## src/rtl/hazard_pkg.sv

```systemverilog
`default_nettype none
// ============================================================================
//  Module   : hazard_pkg
//  Purpose  : Shared types and constants for the pipeline hazard controller:
//             controller state encoding, bubble counter width and the EX
//             operand-mux select codes.
//  Revision : 1.0  initial release
// ============================================================================
package hazard_pkg;

    // Bubble/occupancy down-counter width; covers LD_STALL <= 7, MC_CYCLES <= 15
    localparam int HZ_CNT_W = 4;
    typedef logic [HZ_CNT_W-1:0] hz_cnt_t;

    typedef enum logic [1:0] {
        ST_IDLE    = 2'd0,
        ST_LD_WAIT = 2'd1,
        ST_MC_BUSY = 2'd2
    } hz_state_t;

    // EX operand-mux selects
    localparam logic [1:0] FWD_RF  = 2'b00;   // register file
    localparam logic [1:0] FWD_MEM = 2'b01;   // result sitting in MEM
    localparam logic [1:0] FWD_WB  = 2'b10;   // result sitting in WB

endpackage
`default_nettype wire

```

## src/rtl/hazard_fwd_sel.sv

```systemverilog
`default_nettype none
// ============================================================================
//  Module   : hazard_fwd_sel
//  Purpose  : Per-source dependency check of one ID operand against the EX and
//             MEM destinations. Produces the next-cycle forwarding select and
//             flags a dependency on a load still in EX.
//  Revision : 1.0  initial release
// ============================================================================
module hazard_fwd_sel
    import hazard_pkg::*;
#(
    parameter int RA_W     = 2,
    parameter int ZERO_REG = 0
) (
    input  logic            i_id_valid,
    input  logic [RA_W-1:0] i_addr,
    input  logic            i_use,
    input  logic            i_ex_valid,
    input  logic            i_ex_wr_en,
    input  logic            i_ex_mem_read,
    input  logic [RA_W-1:0] i_ex_dest,
    input  logic            i_mem_valid,
    input  logic            i_mem_wr_en,
    input  logic [RA_W-1:0] i_mem_dest,
    output logic            o_ld_hit,
    output logic [1:0]      o_sel
);

    localparam bit ZERO_EN = (ZERO_REG != 0);

    logic w_zero_blk;
    logic w_ex_hit;
    logic w_mem_hit;

    // A hardwired-zero source never depends on anything
    assign w_zero_blk = ZERO_EN && (i_addr == '0);

    // Producer in EX / MEM writes the register this operand reads
    assign w_ex_hit  = i_ex_valid & i_ex_wr_en & i_use & i_id_valid &
                       (i_ex_dest == i_addr) & ~w_zero_blk;
    assign w_mem_hit = i_mem_valid & i_mem_wr_en & i_use & i_id_valid &
                       (i_mem_dest == i_addr) & ~w_zero_blk;

    // A load in EX cannot forward yet; the controller must stall instead
    assign o_ld_hit = w_ex_hit & i_ex_mem_read;

    // Youngest producer (EX) wins over the older one (MEM)
    always_comb begin
        o_sel = FWD_RF;
        if (w_ex_hit && !i_ex_mem_read) begin
            o_sel = FWD_MEM;
        end else if (w_mem_hit) begin
            o_sel = FWD_WB;
        end
    end

endmodule
`default_nettype wire

```

## src/rtl/hazard_ctrl_unit.sv

```systemverilog
`default_nettype none
// ============================================================================
//  Module   : hazard_ctrl_unit
//  Purpose  : Hazard controller for the 5-stage core. Generates load-use
//             interlock bubbles, multi-cycle EX stalls, redirect flushes,
//             registered EX operand-mux selects and a saturating stall-cycle
//             counter.
//  Revision : 1.0  initial release
// ============================================================================
module hazard_ctrl_unit
    import hazard_pkg::*;
#(
    parameter int RA_W      = 2,
    parameter int LD_STALL  = 1,
    parameter int MC_CYCLES = 4,
    parameter int ZERO_REG  = 0,
    parameter int CNT_W     = 16
) (
    input  logic             clk,
    input  logic             rst_n,
    input  logic             i_id_valid,
    input  logic [RA_W-1:0]  i_id_ra,
    input  logic [RA_W-1:0]  i_id_rb,
    input  logic             i_id_use_ra,
    input  logic             i_id_use_rb,
    input  logic             i_ex_valid,
    input  logic             i_ex_wr_en,
    input  logic             i_ex_mem_read,
    input  logic [RA_W-1:0]  i_ex_dest,
    input  logic             i_ex_mc_start,
    input  logic             i_mem_valid,
    input  logic             i_mem_wr_en,
    input  logic [RA_W-1:0]  i_mem_dest,
    input  logic             i_redirect,
    input  logic             i_stall_cnt_clr,
    output logic             o_stall_if,
    output logic             o_stall_id,
    output logic             o_flush_id,
    output logic             o_flush_ex,
    output logic             o_stall_ex,
    output logic             o_bubble_mem,
    output logic [1:0]       o_fwd_a,
    output logic [1:0]       o_fwd_b,
    output logic [CNT_W-1:0] o_stall_cnt
);

    // Remaining-cycle counter preloads: the entry cycle is spent in IDLE,
    // the final cycle is the one where the counter reads zero.
    localparam hz_cnt_t LD_INIT = hz_cnt_t'((LD_STALL  > 1) ? (LD_STALL  - 2) : 0);
    localparam hz_cnt_t MC_INIT = hz_cnt_t'((MC_CYCLES > 2) ? (MC_CYCLES - 3) : 0);

    hz_state_t        r_state;
    hz_cnt_t          r_cnt;
    logic [1:0]       r_fwd_a;
    logic [1:0]       r_fwd_b;
    logic [CNT_W-1:0] r_stall_cnt;

    hz_state_t  w_state_nxt;
    hz_cnt_t    w_cnt_nxt;
    logic       w_stall_if;
    logic       w_stall_id;
    logic       w_flush_id;
    logic       w_flush_ex;
    logic       w_stall_ex;
    logic       w_bubble_mem;
    logic       w_ld_hit_a;
    logic       w_ld_hit_b;
    logic       w_ld_use;
    logic [1:0] w_sel_a;
    logic [1:0] w_sel_b;

    hazard_fwd_sel #(
        .RA_W     (RA_W),
        .ZERO_REG (ZERO_REG)
    ) u_fwd_a (
        .i_id_valid    (i_id_valid),
        .i_addr        (i_id_ra),
        .i_use         (i_id_use_ra),
        .i_ex_valid    (i_ex_valid),
        .i_ex_wr_en    (i_ex_wr_en),
        .i_ex_mem_read (i_ex_mem_read),
        .i_ex_dest     (i_ex_dest),
        .i_mem_valid   (i_mem_valid),
        .i_mem_wr_en   (i_mem_wr_en),
        .i_mem_dest    (i_mem_dest),
        .o_ld_hit      (w_ld_hit_a),
        .o_sel         (w_sel_a)
    );

    hazard_fwd_sel #(
        .RA_W     (RA_W),
        .ZERO_REG (ZERO_REG)
    ) u_fwd_b (
        .i_id_valid    (i_id_valid),
        .i_addr        (i_id_rb),
        .i_use         (i_id_use_rb),
        .i_ex_valid    (i_ex_valid),
        .i_ex_wr_en    (i_ex_wr_en),
        .i_ex_mem_read (i_ex_mem_read),
        .i_ex_dest     (i_ex_dest),
        .i_mem_valid   (i_mem_valid),
        .i_mem_wr_en   (i_mem_wr_en),
        .i_mem_dest    (i_mem_dest),
        .o_ld_hit      (w_ld_hit_b),
        .o_sel         (w_sel_b)
    );

    assign w_ld_use = w_ld_hit_a | w_ld_hit_b;

    // Next state and same-cycle pipeline controls; redirect > MC > load-use
    always_comb begin
        w_state_nxt  = r_state;
        w_cnt_nxt    = r_cnt;
        w_stall_if   = 1'b0;
        w_stall_id   = 1'b0;
        w_flush_id   = 1'b0;
        w_flush_ex   = 1'b0;
        w_stall_ex   = 1'b0;
        w_bubble_mem = 1'b0;
        case (r_state)
            ST_IDLE: begin
                if (i_redirect) begin
                    w_flush_id = 1'b1;
                    w_flush_ex = 1'b1;
                end else if (i_ex_valid && i_ex_mc_start) begin
                    w_stall_if   = 1'b1;
                    w_stall_id   = 1'b1;
                    w_stall_ex   = 1'b1;
                    w_bubble_mem = 1'b1;
                    if (MC_CYCLES > 2) begin
                        w_state_nxt = ST_MC_BUSY;
                        w_cnt_nxt   = MC_INIT;
                    end
                end else if (w_ld_use) begin
                    w_stall_if = 1'b1;
                    w_stall_id = 1'b1;
                    w_flush_ex = 1'b1;
                    if (LD_STALL > 1) begin
                        w_state_nxt = ST_LD_WAIT;
                        w_cnt_nxt   = LD_INIT;
                    end
                end
            end
            ST_LD_WAIT: begin
                if (i_redirect) begin
                    // The stalled consumer is on the wrong path: drop it
                    w_flush_id  = 1'b1;
                    w_flush_ex  = 1'b1;
                    w_state_nxt = ST_IDLE;
                    w_cnt_nxt   = '0;
                end else begin
                    w_stall_if = 1'b1;
                    w_stall_id = 1'b1;
                    w_flush_ex = 1'b1;
                    if (r_cnt == '0) begin
                        w_state_nxt = ST_IDLE;
                    end else begin
                        w_cnt_nxt = r_cnt - hz_cnt_t'(1);
                    end
                end
            end
            ST_MC_BUSY: begin
                // EX is frozen, so a new mc_start or redirect cannot appear
                w_stall_if   = 1'b1;
                w_stall_id   = 1'b1;
                w_stall_ex   = 1'b1;
                w_bubble_mem = 1'b1;
                if (r_cnt == '0) begin
                    w_state_nxt = ST_IDLE;
                end else begin
                    w_cnt_nxt = r_cnt - hz_cnt_t'(1);
                end
            end
            default: begin
                w_state_nxt = ST_IDLE;
                w_cnt_nxt   = '0;
            end
        endcase
    end

    // Controller state and bubble counter
    always_ff @(posedge clk or negedge rst_n) begin
        if (!rst_n) begin
            r_state <= ST_IDLE;
            r_cnt   <= '0;
        end else begin
            r_state <= w_state_nxt;
            r_cnt   <= w_cnt_nxt;
        end
    end

    // Operand selects travel with the instruction into ID/EX; a bubble gets RF
    always_ff @(posedge clk or negedge rst_n) begin
        if (!rst_n) begin
            r_fwd_a <= FWD_RF;
            r_fwd_b <= FWD_RF;
        end else if (!w_stall_ex) begin
            if (w_flush_ex || i_redirect) begin
                r_fwd_a <= FWD_RF;
                r_fwd_b <= FWD_RF;
            end else begin
                r_fwd_a <= w_sel_a;
                r_fwd_b <= w_sel_b;
            end
        end
    end

    // Saturating count of front-end stall cycles; clear has priority
    always_ff @(posedge clk or negedge rst_n) begin
        if (!rst_n) begin
            r_stall_cnt <= '0;
        end else if (i_stall_cnt_clr) begin
            r_stall_cnt <= '0;
        end else if (w_stall_if && (r_stall_cnt != '1)) begin
            r_stall_cnt <= r_stall_cnt + CNT_W'(1);
        end
    end

    // Controls are forced low for the whole time reset is asserted
    assign o_stall_if   = w_stall_if   & rst_n;
    assign o_stall_id   = w_stall_id   & rst_n;
    assign o_flush_id   = w_flush_id   & rst_n;
    assign o_flush_ex   = w_flush_ex   & rst_n;
    assign o_stall_ex   = w_stall_ex   & rst_n;
    assign o_bubble_mem = w_bubble_mem & rst_n;
    assign o_fwd_a      = r_fwd_a;
    assign o_fwd_b      = r_fwd_b;
    assign o_stall_cnt  = r_stall_cnt;

endmodule
`default_nettype wire

```

## config.mk

```make
export PLATFORM = sky130hd
export DESIGN_NAME = hazard_ctrl_unit
export DESIGN_NICKNAME = d
export VERILOG_FILES = /design/src/rtl/hazard_pkg.sv /design/src/rtl/hazard_fwd_sel.sv /design/src/rtl/hazard_ctrl_unit.sv
export SDC_FILE = /design/constraint.sdc
export NUM_CORES = 1
export LEC_CHECK = 0
export ABC_AREA = 1
export BUFFER_PORTS_ARGS = -buffer_cell sky130_fd_sc_hd__clkbuf_2
export CORE_AREA = 2 2 75 77
export CTS_BUF_LIST = sky130_fd_sc_hd__clkbuf_2 sky130_fd_sc_hd__clkbuf_4 sky130_fd_sc_hd__clkbuf_8
export DETAILED_ROUTE_END_ITERATION = 12
export DIE_AREA = 0 0 77 79
export SLEW_MARGIN = 20
export SYNTH_ARGS = -nofsm -noshare
export SYNTH_HDL_FRONTEND = slang
export SYNTH_HIERARCHICAL = 1
export SYNTH_SLANG_ARGS = --single-unit
```

## constraint.sdc

```tcl
create_clock -name clk -period 1.9 [get_ports clk]
set_input_delay 0.285 -clock clk [delete_from_list [all_inputs] [get_ports clk]]
set_output_delay 0.285 -clock clk [all_outputs]
set_load 0.005 [all_outputs]
```

==> flow_summary.yaml, run 1 <==
outcome:
  status: "finished clean"
finish:
  final_cell_mix: "nand2_1, clkbuf_2, inv_1"
  final_nets: 348
  diodes: 0
  fillers: 604
  area_growth_pct: 24.2
  finalNonFillerCells: 395
  final_common_cell: "nand2_1"
  postLayoutCellArea_um2: 2250
  drive_gt1_share_pct: 22.9
timing:
  fin_crit_ns: 1.73
  hold_ws_ns: 0.0741
  rsz0062_at_grt: "false"
  clock_skew_ns: 0.00987
  fmax_mhz: 580
  finalHoldViolations: 0
  setup_tns_ns: 0
  fin_crit_sh_pct: 90.8
  drv_slew: 0
  tightest_slew_ns: 0.565
  maxSlewHeadroom_pct: 61.9
  setup_viol: 0
  postLayoutSetupSlackWorst_ns: 0.175
clock_network:
  tritoncts.num_buffers: 3
  root_buffer: "clkbuf_8"
  clock_sinks: 26
  clk_latency_ns: 0.27
  cts_tree: "built"
  cts_buffer_depth: 2
  h-tree-depth: 1
  clk_pin_slew_ns: 0.10
  ctsResizeCount: 0
yosys:
  synth_cells: 266
  synthesis.nets: 289
  synthTopCellsByArea: "dfrtp_1, nand2_1, inv_1"
  netlist_area_um2: 1810
  yosysTopAreaCell: "dfrtp_1"
  ys_ff_latch: 26
  yosysWarnings: 6
  avgSynthCellArea_um2: 6.80
  synth_top_area_share_pct: 36.0
  yosysSeqAreaShare_pct: 36.0
  yosysUniqueCellTypes: 28
pwr:
  p_sw_mw: 0.717
  vdd.ir_drop.worst_mv: 0.366
  p_leak_nw: 1.25
  power_density_nw_per_um2: 808
  comb_power_share_pct: 44.8
  power_frac_seq_pct: 37.6
  switching_share_pct: 39.5
  pwr-share-clk_pct: 17.6
  p_int_mw: 1.10
floorplan:
  core_um2: 5340
  start_util_pct: 33.9
  dieArea_um2: 6080
  dieWidth_um: 77
  num_rows: 27
  boundaryPins: 47
  die_y_um: 79
min_path:
  hold_class: "primary input to asynchronous set/reset pin"
placed_design:
  dp_cells: 388
  hpwl_mm: 3.47
  portBuffers: 46
  pre_cts_slack_ns: 0.171
  placed_cell_area_um2: 2170
  place_congestion: 0.885
critical_path:
  arrival_ns: 1.44
  critPathMaxFanout: 6
  critPathRequiredTime_ns: 1.62
  critical_path.cell_chain: "inv_2 > nand3_1 > nand2_1 > nor2_2 > nor2_1 > clkbuf_2"
  worstSetupPathType: "register to output pin"
  reg2regPathDepth: 10
  worstReg2RegStart: "o_stall_cnt[1]"
  rr_endpoint: "o_stall_cnt[0]"
  start_kind: "register"
  rrSetupSlack_ns: 0.19
  slowest_delay_ns: 0.45
  worst_setup_path_end_kind: "output pin"
  endpoint: "o_stall_if"
  slowest_stage: "dfrtp_1"
  critPathLaunch: "r_state[1]"
routing:
  wire_per_inst_um: 11.8
  drt_iter0_drc: 61
  vias_per_cell: 4.69
  drtPass1Iterations: 4
  vias: 1854
  antenna_left: 0
  routed_wl_mm: 4.67
  route.detailed.drc: 0
global_routing:
  grt_max_degree: 27
  grt_usage_pct: 15.5
  antenna_found_initial: 0
  gr-total-overflow: 0
  grt_pass1_vias: 1704
  grt_pass1_wl_mm: 7.66
job:
  cap_violations: 0
## critical path: cells and delay by family (launching register included)
| kind | cells | cell delay, ns |
|---|---|---|
| simple gates | 4 | 0.48 |
| flops | 1 | 0.45 |
| buf+inv | 2 | 0.25 |
## cell type report
| cell class | count | area [um^2] | share of cell area, % |
|---|---|---|---|
| Clock buffer | 3 | 41.3 | 1.84 |
| Timing Repair Buffer | 58 | 333 | 14.8 |
| Sequential cell | 26 | 651 | 29.0 |
| Inverter | 32 | 120 | 5.35 |
| Multi-Input combinational cell | 204 | 1010 | 45.0 |
| Tap cell | 72 | 90.1 | 4.01 |
## per-layer routing
layer | up-vias | track usage (%) | share of wire (%)
met5 | - | 0 | 0
met4 | 0 | 3.75 | 0
met3 | 0 | 1.02 | 2.2
met2 | 28 | 26.1 | 47
met1 | 859 | 21.8 | 51
li1 | 967 | - | -
## cells in the mapped netlist
cell      instances
nor2_8            1
nor2_4            2
dfrtp_1          26
buf_4             3
nand3_1          20
a31oi_1           1
and3_1            1
a21o_1            1
a21oi_1           2
buf_6             1
xnor2_1           4
ha_1              2
o21bai_1          4
inv_2             2
nor2_2            2
xor2_1            6
nand2_1          94
nand3b_1          1
o21ai_0          10
clkbuf_1          1
inv_1            30
nand2_2           2
a22o_1            1
nand4_1          18
nand3_2           1
nor2_1           27
nor3_1            1
or2_2             2
## metrics by stage
stage,power (mW),utilization (%)
5_1_grt,1.97,42.1
4_1_cts,1.76,41.5
6_report,1.82,42.1
3_3_place_gp,1.43,40.7
2_1_floorplan,1.20,-
3_5_place_dp,1.44,40.7
## what timing repair did
action	CTS	global route
setup endpoints to repair	0	14
buffers inserted	0	3
hold buffers	0	0
## registers in the layout, summed over array words and instances (netlist names)
register     cells
o_stall_cnt     16
r_cnt            4
o_fwd_a          2
o_fwd_b          2
r_state          2
## logic make-up after synthesis
| group | count (synthesis) | synth area share, % |
|---|---|---|
| buffers and inverters | 37 | 8.71 |
| xor gates and xnor gates | 10 | 4.84 |
| adders and majority gates | 2 | 1.38 |
| and+or+nand+nor | 172 | 42.9 |
| AOI/OAI and AO/OA | 19 | 6.22 |
| DFF | 26 | 36.0 |
## power by group through the flow
stage | Combinational [mW] | Clock (mW) | Sequential (mW)
after CTS | 0.742 | 0.327 | 0.691
after global routing | 0.922 | 0.355 | 0.694
final | 0.813 | 0.319 | 0.683
after global placement | 0.725 | 0 | 0.701
after floorplan | 0.511 | 0 | 0.691
after detailed placement | 0.734 | 0 | 0.702
## worst min-delay path by stage
stage                       to  slack, ns  cells after the start
2_1_floorplan       o_fwd_a[0]      -0.01                      0
3_3_place_gp   o_stall_cnt[13]       0.40                      2
3_5_place_dp   o_stall_cnt[13]       0.40                      2
4_1_cts        o_stall_cnt[13]       0.10                      2
5_1_grt        o_stall_cnt[15]       0.10                      2
6_report       o_stall_cnt[11]       0.07                      2
No activity file was read; power rests on OpenSTA's default activity.
==> run 2, diff against run 1 <==
Settings changed: ABC_AREA 1 to not set, CORE_AREA 2 2 75 77 to 2 2 74 76, DIE_AREA 0 0 77 79 to 0 0 76 78.
==> run 2 against run 1 <==
The flow now finishes with violations (setup timing). Count of clock-buffer cells in the layout stayed put. Utilization grew 11 points. Power is 15% higher. Hold slack gained 0.34 ns. Largest cell class unchanged. Highest routed layer is now met4.
==> flow_summary.yaml, run 2 <==
outcome:
  status: "finished with violations"
  violations: "setup timing"
floorplan:
  dieArea_um2: 5930
  core_um2: 5040
  num_rows: 26
  die_y_um: 78
  start_util_pct: 34.7
  boundaryPins: 47
  dieWidth_um: 76
critical_path:
  critPathLaunch: "i_ex_dest[1]"
  start_kind: "primary input"
  endpoint: "o_stall_if"
  rr_endpoint: "o_stall_cnt[14]"
  worst_setup_path_end_kind: "output pin"
  reg2regPathDepth: 6
  critPathRequiredTime_ns: 1.62
  worstReg2RegStart: "r_state[1]"
  critPathMaxFanout: 6
  arrival_ns: 1.72
  worstSetupPathType: "primary input to output pin"
  rrSetupSlack_ns: -0.06
placed_design:
  pre_cts_slack_ns: -0.387
  portBuffers: 46
  dp_cells: 327
  place_congestion: 0.782
  hpwl_mm: 3.31
global_routing:
  grtUsageMet3_pct: 2.33
  use_met2_pct: 29.2
  grt_pass1_vias: 1747
  antenna_found_initial: 0
  grt_usage_pct: 15.6
  met1_usage_pct: 19.3
  grt_pass1_wl_mm: 7.80
  gr-total-overflow: 0
  gr-max-usage-layer: "met2"
  grt_max_degree: 22
yosys:
  yosysWarnings: 6
  synth_edf_count: 0
  yosysTopAreaCell: "dfrtp_1"
  synth.most_common_cell: "dfrtp_1"
  yosysUniqueCellTypes: 48
  synthTopCellsByArea: "dfrtp_1, a21oi_1, mux2_1"
  ys_ff_latch: 26
  avgSynthCellArea_um2: 9.51
  synthTopCellsByCount: "dfrtp_1, a21oi_1, nor2_1, nand2_1, nand4_1"
  synthArstFlopShare_pct: 100
  yosysSeqAreaShare_pct: 37.2
  synth_cells: 184
  synth_top_area_share_pct: 37.2
  synthesis.nets: 207
  synth-main-ff-cell: "dfrtp_1"
  netlist_area_um2: 1750
timing:
  rsz0062_at_grt: "true"
  setup_viol: 13
  finalHoldViolations: 0
  drv_slew: 0
  clock_skew_ns: 0.00283
  postLayoutSetupSlackWorst_ns: -0.109
  fmax_mhz: 498
  fin_crit_sh_pct: 106
  maxSlewHeadroom_pct: 63.1
  hold_ws_ns: 0.417
  fin_crit_ns: 2.01
  tightest_slew_ns: 0.553
  setup_tns_ns: -0.879
routing:
  vias: 1782
  drt_iter0_drc: 58
  wire_per_inst_um: 13.5
  antenna_left: 0
  route.detailed.drc: 0
  drtPass1Iterations: 4
  routed_wl_mm: 4.63
  vias_per_cell: 5.20
finish:
  drive_gt1_share_pct: 51.3
  diodes: 0
  final_nets: 298
  final_cell_mix: "buf_4, clkbuf_2, dfrtp_1"
  finalNonFillerCells: 343
  area_growth_pct: 52.1
  largest_register_ffs: 16
  utilization_pct: 52.8
  fillers: 473
  final_common_cell: "buf_4"
clock_network:
  root_buffer: "clkbuf_8"
  cts_buffer_depth: 2
  clk_pin_slew_ns: 0.09
  cts_tree: "built"
  clk_latency_ns: 0.26
  clock_sinks: 26
  h-tree-depth: 1
  tritoncts.num_buffers: 3
pwr:
  p_leak_nw: 1.18
  power_density_nw_per_um2: 784
  vdd.ir_drop.worst_mv: 0.377
min_path:
  hold_class: "primary input to asynchronous set/reset pin"
job:
  cap_violations: 0
-- run 2: per-stage QoR --
step                area [um^2]  power [mW]
floorplan                  1770        1.23
global placement           2300        1.50
detailed placement         2300        1.51
CTS                        2500        2.04
global route               2660        2.24
finish                     2660        2.09
-- run 2: power breakdown --
| part | switching, mW | leakage [nW] | internal [mW] |
|---|---|---|---|
| clock network | 0.164 | 0.0216 | 0.142 |
| logic | 0.512 | 0.805 | 0.580 |
| registers | 0.0672 | 0.355 | 0.623 |
| total | 0.743 | 1.18 | 1.34 |
-- run 2: cells by family after synthesis --
group / Yosys count / share of synthesized area [%]
AND/OR/NAND/NOR: 83 / 29.7
AO/OA/AOI/OAI: 48 / 18.9
flip-flops: 26 / 37.2
buffers and inverters: 14 / 5.72
XOR/XNOR: 6 / 3.86
multiplexers: 5 / 3.22
adder cells (fa/ha/maj): 2 / 1.43
-- run 2: per-layer routing --
| layer | wire [um] | up-vias |
|---|---|---|
| met3 | 200 | 2 |
| met1 | 1990 | 858 |
| met5 | 0 | - |
| met2 | 2420 | 39 |
| met4 | 13 | 0 |
| li1 | - | 883 |
-- run 2: worst min path at each step --
stage / to / slack [ns] / depth (start not counted)
3_5_place_dp: o_fwd_b[1] / 0.17 / 1
2_1_floorplan: o_fwd_a[0] / -0.01 / 0
4_1_cts: r_cnt[0] / 0.43 / 2
6_report: r_cnt[0] / 0.42 / 2
3_3_place_gp: o_fwd_a[1] / 0.16 / 1
5_1_grt: r_cnt[0] / 0.43 / 2
-- run 2: layout make-up --
class                           count  area, um^2  area share [%]
Multi-Input combinational cell    144        1190            44.7
Timing Repair Buffer               96         678            25.5
Sequential cell                    26         651            24.4
Tap cell                           70        87.6            3.29
Clock buffer                        3        41.3            1.55
Inverter                            4        15.0           0.564
-- run 2: what timing repair did --
action                     CTS  global route
setup endpoints to repair   13            18
gates cloned                 1             0
hold buffers                 1             0
pin swaps                   21            14
hold endpoints to repair     5             0
buffers inserted             6             5
gates resized for setup     15            30
-- run 2: worst max-delay path, cell delays in order --
cell      delay, ns
buf_12         0.11
xnor2_4        0.15
nand2_1        0.08
nor3_2         0.22
a211oi_2       0.07
o311a_1        0.34
buf_12         0.15
buf_8          0.11
nor2b_4        0.10
clkbuf_2       0.11
==> run 3, diff against run 2 <==
Settings changed: ABC_CLOCK_PERIOD_IN_PS set to 1900, RECOVER_POWER set to 50.
==> run 3 against run 2 <==
Largest power group unchanged. Sequential share of layout area about the same. Non-clock buffer count unchanged. Sequential cell count unchanged. Setup slack worse by 0.0013 ns. Largest cell class unchanged. Combinational power is essentially flat. Hold slack improved by 0.0058 ns. Wire length rose by 0.41%. Fmax about the same. Utilization barely moved. Design area hardly changed. Via count rose by 0.62%. Global-route usage did not move. The flow still finishes with violations (setup timing).
==> flow_summary.yaml, run 3 (synthesized netlist as in run 2, its figures left out) <==
global_routing:
  gr-total-overflow: 0
  grt_usage_pct: 15.6
  grt_pass1_wl_mm: 7.80
  antenna_found_initial: 0
  grt_max_degree: 22
  grt_pass1_vias: 1747
finish:
  postLayoutCellArea_um2: 2660
  diodes: 0
  final_common_cell: "buf_4"
  area_growth_pct: 52.1
  utilization_pct: 52.8
  final_cell_mix: "buf_4, clkbuf_2, dfrtp_1"
  drive_gt1_share_pct: 50.9
  finalNonFillerCells: 343
  final_nets: 298
  largest_register_ffs: 16
timing:
  fin_crit_ns: 2.01
  setup_viol: 13
  maxSlewHeadroom_pct: 63.1
  rsz0062_at_grt: "true"
  tightest_slew_ns: 0.553
  finalHoldViolations: 0
  fin_crit_sh_pct: 106
  setup_tns_ns: -0.897
  hold_ws_ns: 0.423
  fmax_mhz: 497
  postLayoutSetupSlackWorst_ns: -0.110
  clock_skew_ns: 0.00312
  drv_slew: 0
clock_network:
  cts_buffer_depth: 2
  tritoncts.num_buffers: 3
  root_buffer: "clkbuf_8"
  clk_latency_ns: 0.26
  cts_tree: "built"
  clk_pin_slew_ns: 0.09
  clock_sinks: 26
  h-tree-depth: 1
outcome:
  status: "finished with violations"
  violations: "setup timing"
placed_design:
  hpwl_mm: 3.31
  place_congestion: 0.782
  dp_cells: 327
  portBuffers: 46
  placed_cell_area_um2: 2300
  pre_cts_slack_ns: -0.387
min_path:
  hold_class: "primary input to asynchronous set/reset pin"
floorplan:
  dieWidth_um: 76
  num_rows: 26
  die_y_um: 78
  core_um2: 5040
  start_util_pct: 34.7
  dieArea_um2: 5930
  boundaryPins: 47
job:
  cap_violations: 0
critical_path:
  worstReg2RegStart: "r_state[1]"
  critPathMaxFanout: 6
  rrSetupSlack_ns: -0.05
  start_kind: "primary input"
  worst_setup_path_end_kind: "output pin"
  worstSetupPathType: "primary input to output pin"
  critPathRequiredTime_ns: 1.62
  reg2regPathDepth: 6
  arrival_ns: 1.73
  critPathLaunch: "i_ex_dest[1]"
  rr_endpoint: "o_stall_cnt[13]"
pwr:
  vdd.ir_drop.worst_mv: 0.377
  power_mw: 2.09
  p_leak_nw: 1.18
  power_density_nw_per_um2: 785
routing:
  drtPass1Iterations: 4
  route.detailed.drc: 0
  drt_iter0_drc: 59
  wire_per_inst_um: 13.6
  antenna_left: 0
  vias: 1793
  vias_per_cell: 5.23
  routed_wl_mm: 4.65
==> run 3: critical path, stage by stage <==
cell and delay (ns):
buf_12 0.11, xnor2_4 0.15, nand2_1 0.08, nor3_2 0.22
a211oi_2 0.07, o311a_1 0.34, buf_12 0.15, buf_8 0.11
nor2b_4 0.10, clkbuf_2 0.11
==> run 3: what timing repair did <==
action | CTS | global route
gates resized for setup | 15 | 30
hold buffers | 1 | 0
pin swaps | 21 | 14
endpoints found under the hold margin | 5 | 0
endpoints found under the setup margin | 13 | 18
gates cloned | 1 | 0
setup buffers | 6 | 5
==> run 3: layer usage <==
layer / track usage, % / vias up / share of wire, %
met5: 0 / - / 0
met4: 2.73 / 0 / 0.28
met3: 2.33 / 2 / 4.2
met2: 29.2 / 39 / 52
met1: 19.3 / 870 / 43
li1: - / 882 / -
==> run 3: cell type report <==
cell class | instances | area (um^2)
clock buffers | 3 | 41.3
inverters | 4 | 15.0
fillers | 474 | 2380
well taps | 70 | 87.6
multi-input cells | 144 | 1190
flip-flops and latches | 26 | 651
repair buffers | 96 | 677
==> run 3: how the worst max path moves through the flow <==
stage                      end  slack, ns  cells past startpoint
5_1_grt             o_stall_id      -0.22                     10
4_1_cts             o_stall_id      -0.17                     10
3_3_place_gp   o_stall_cnt[12]      -0.33                      9
6_report            o_stall_if      -0.11                     10
2_1_floorplan   o_stall_cnt[7]      -0.10                      8
3_5_place_dp   o_stall_cnt[12]      -0.39                      9
==> run 3: power by group <==
part / total [mW] / switching [mW] / internal [mW]
sequential: 0.691 / 0.0678 / 0.623
combinational: 1.09 / 0.512 / 0.580
clock: 0.306 / 0.164 / 0.142
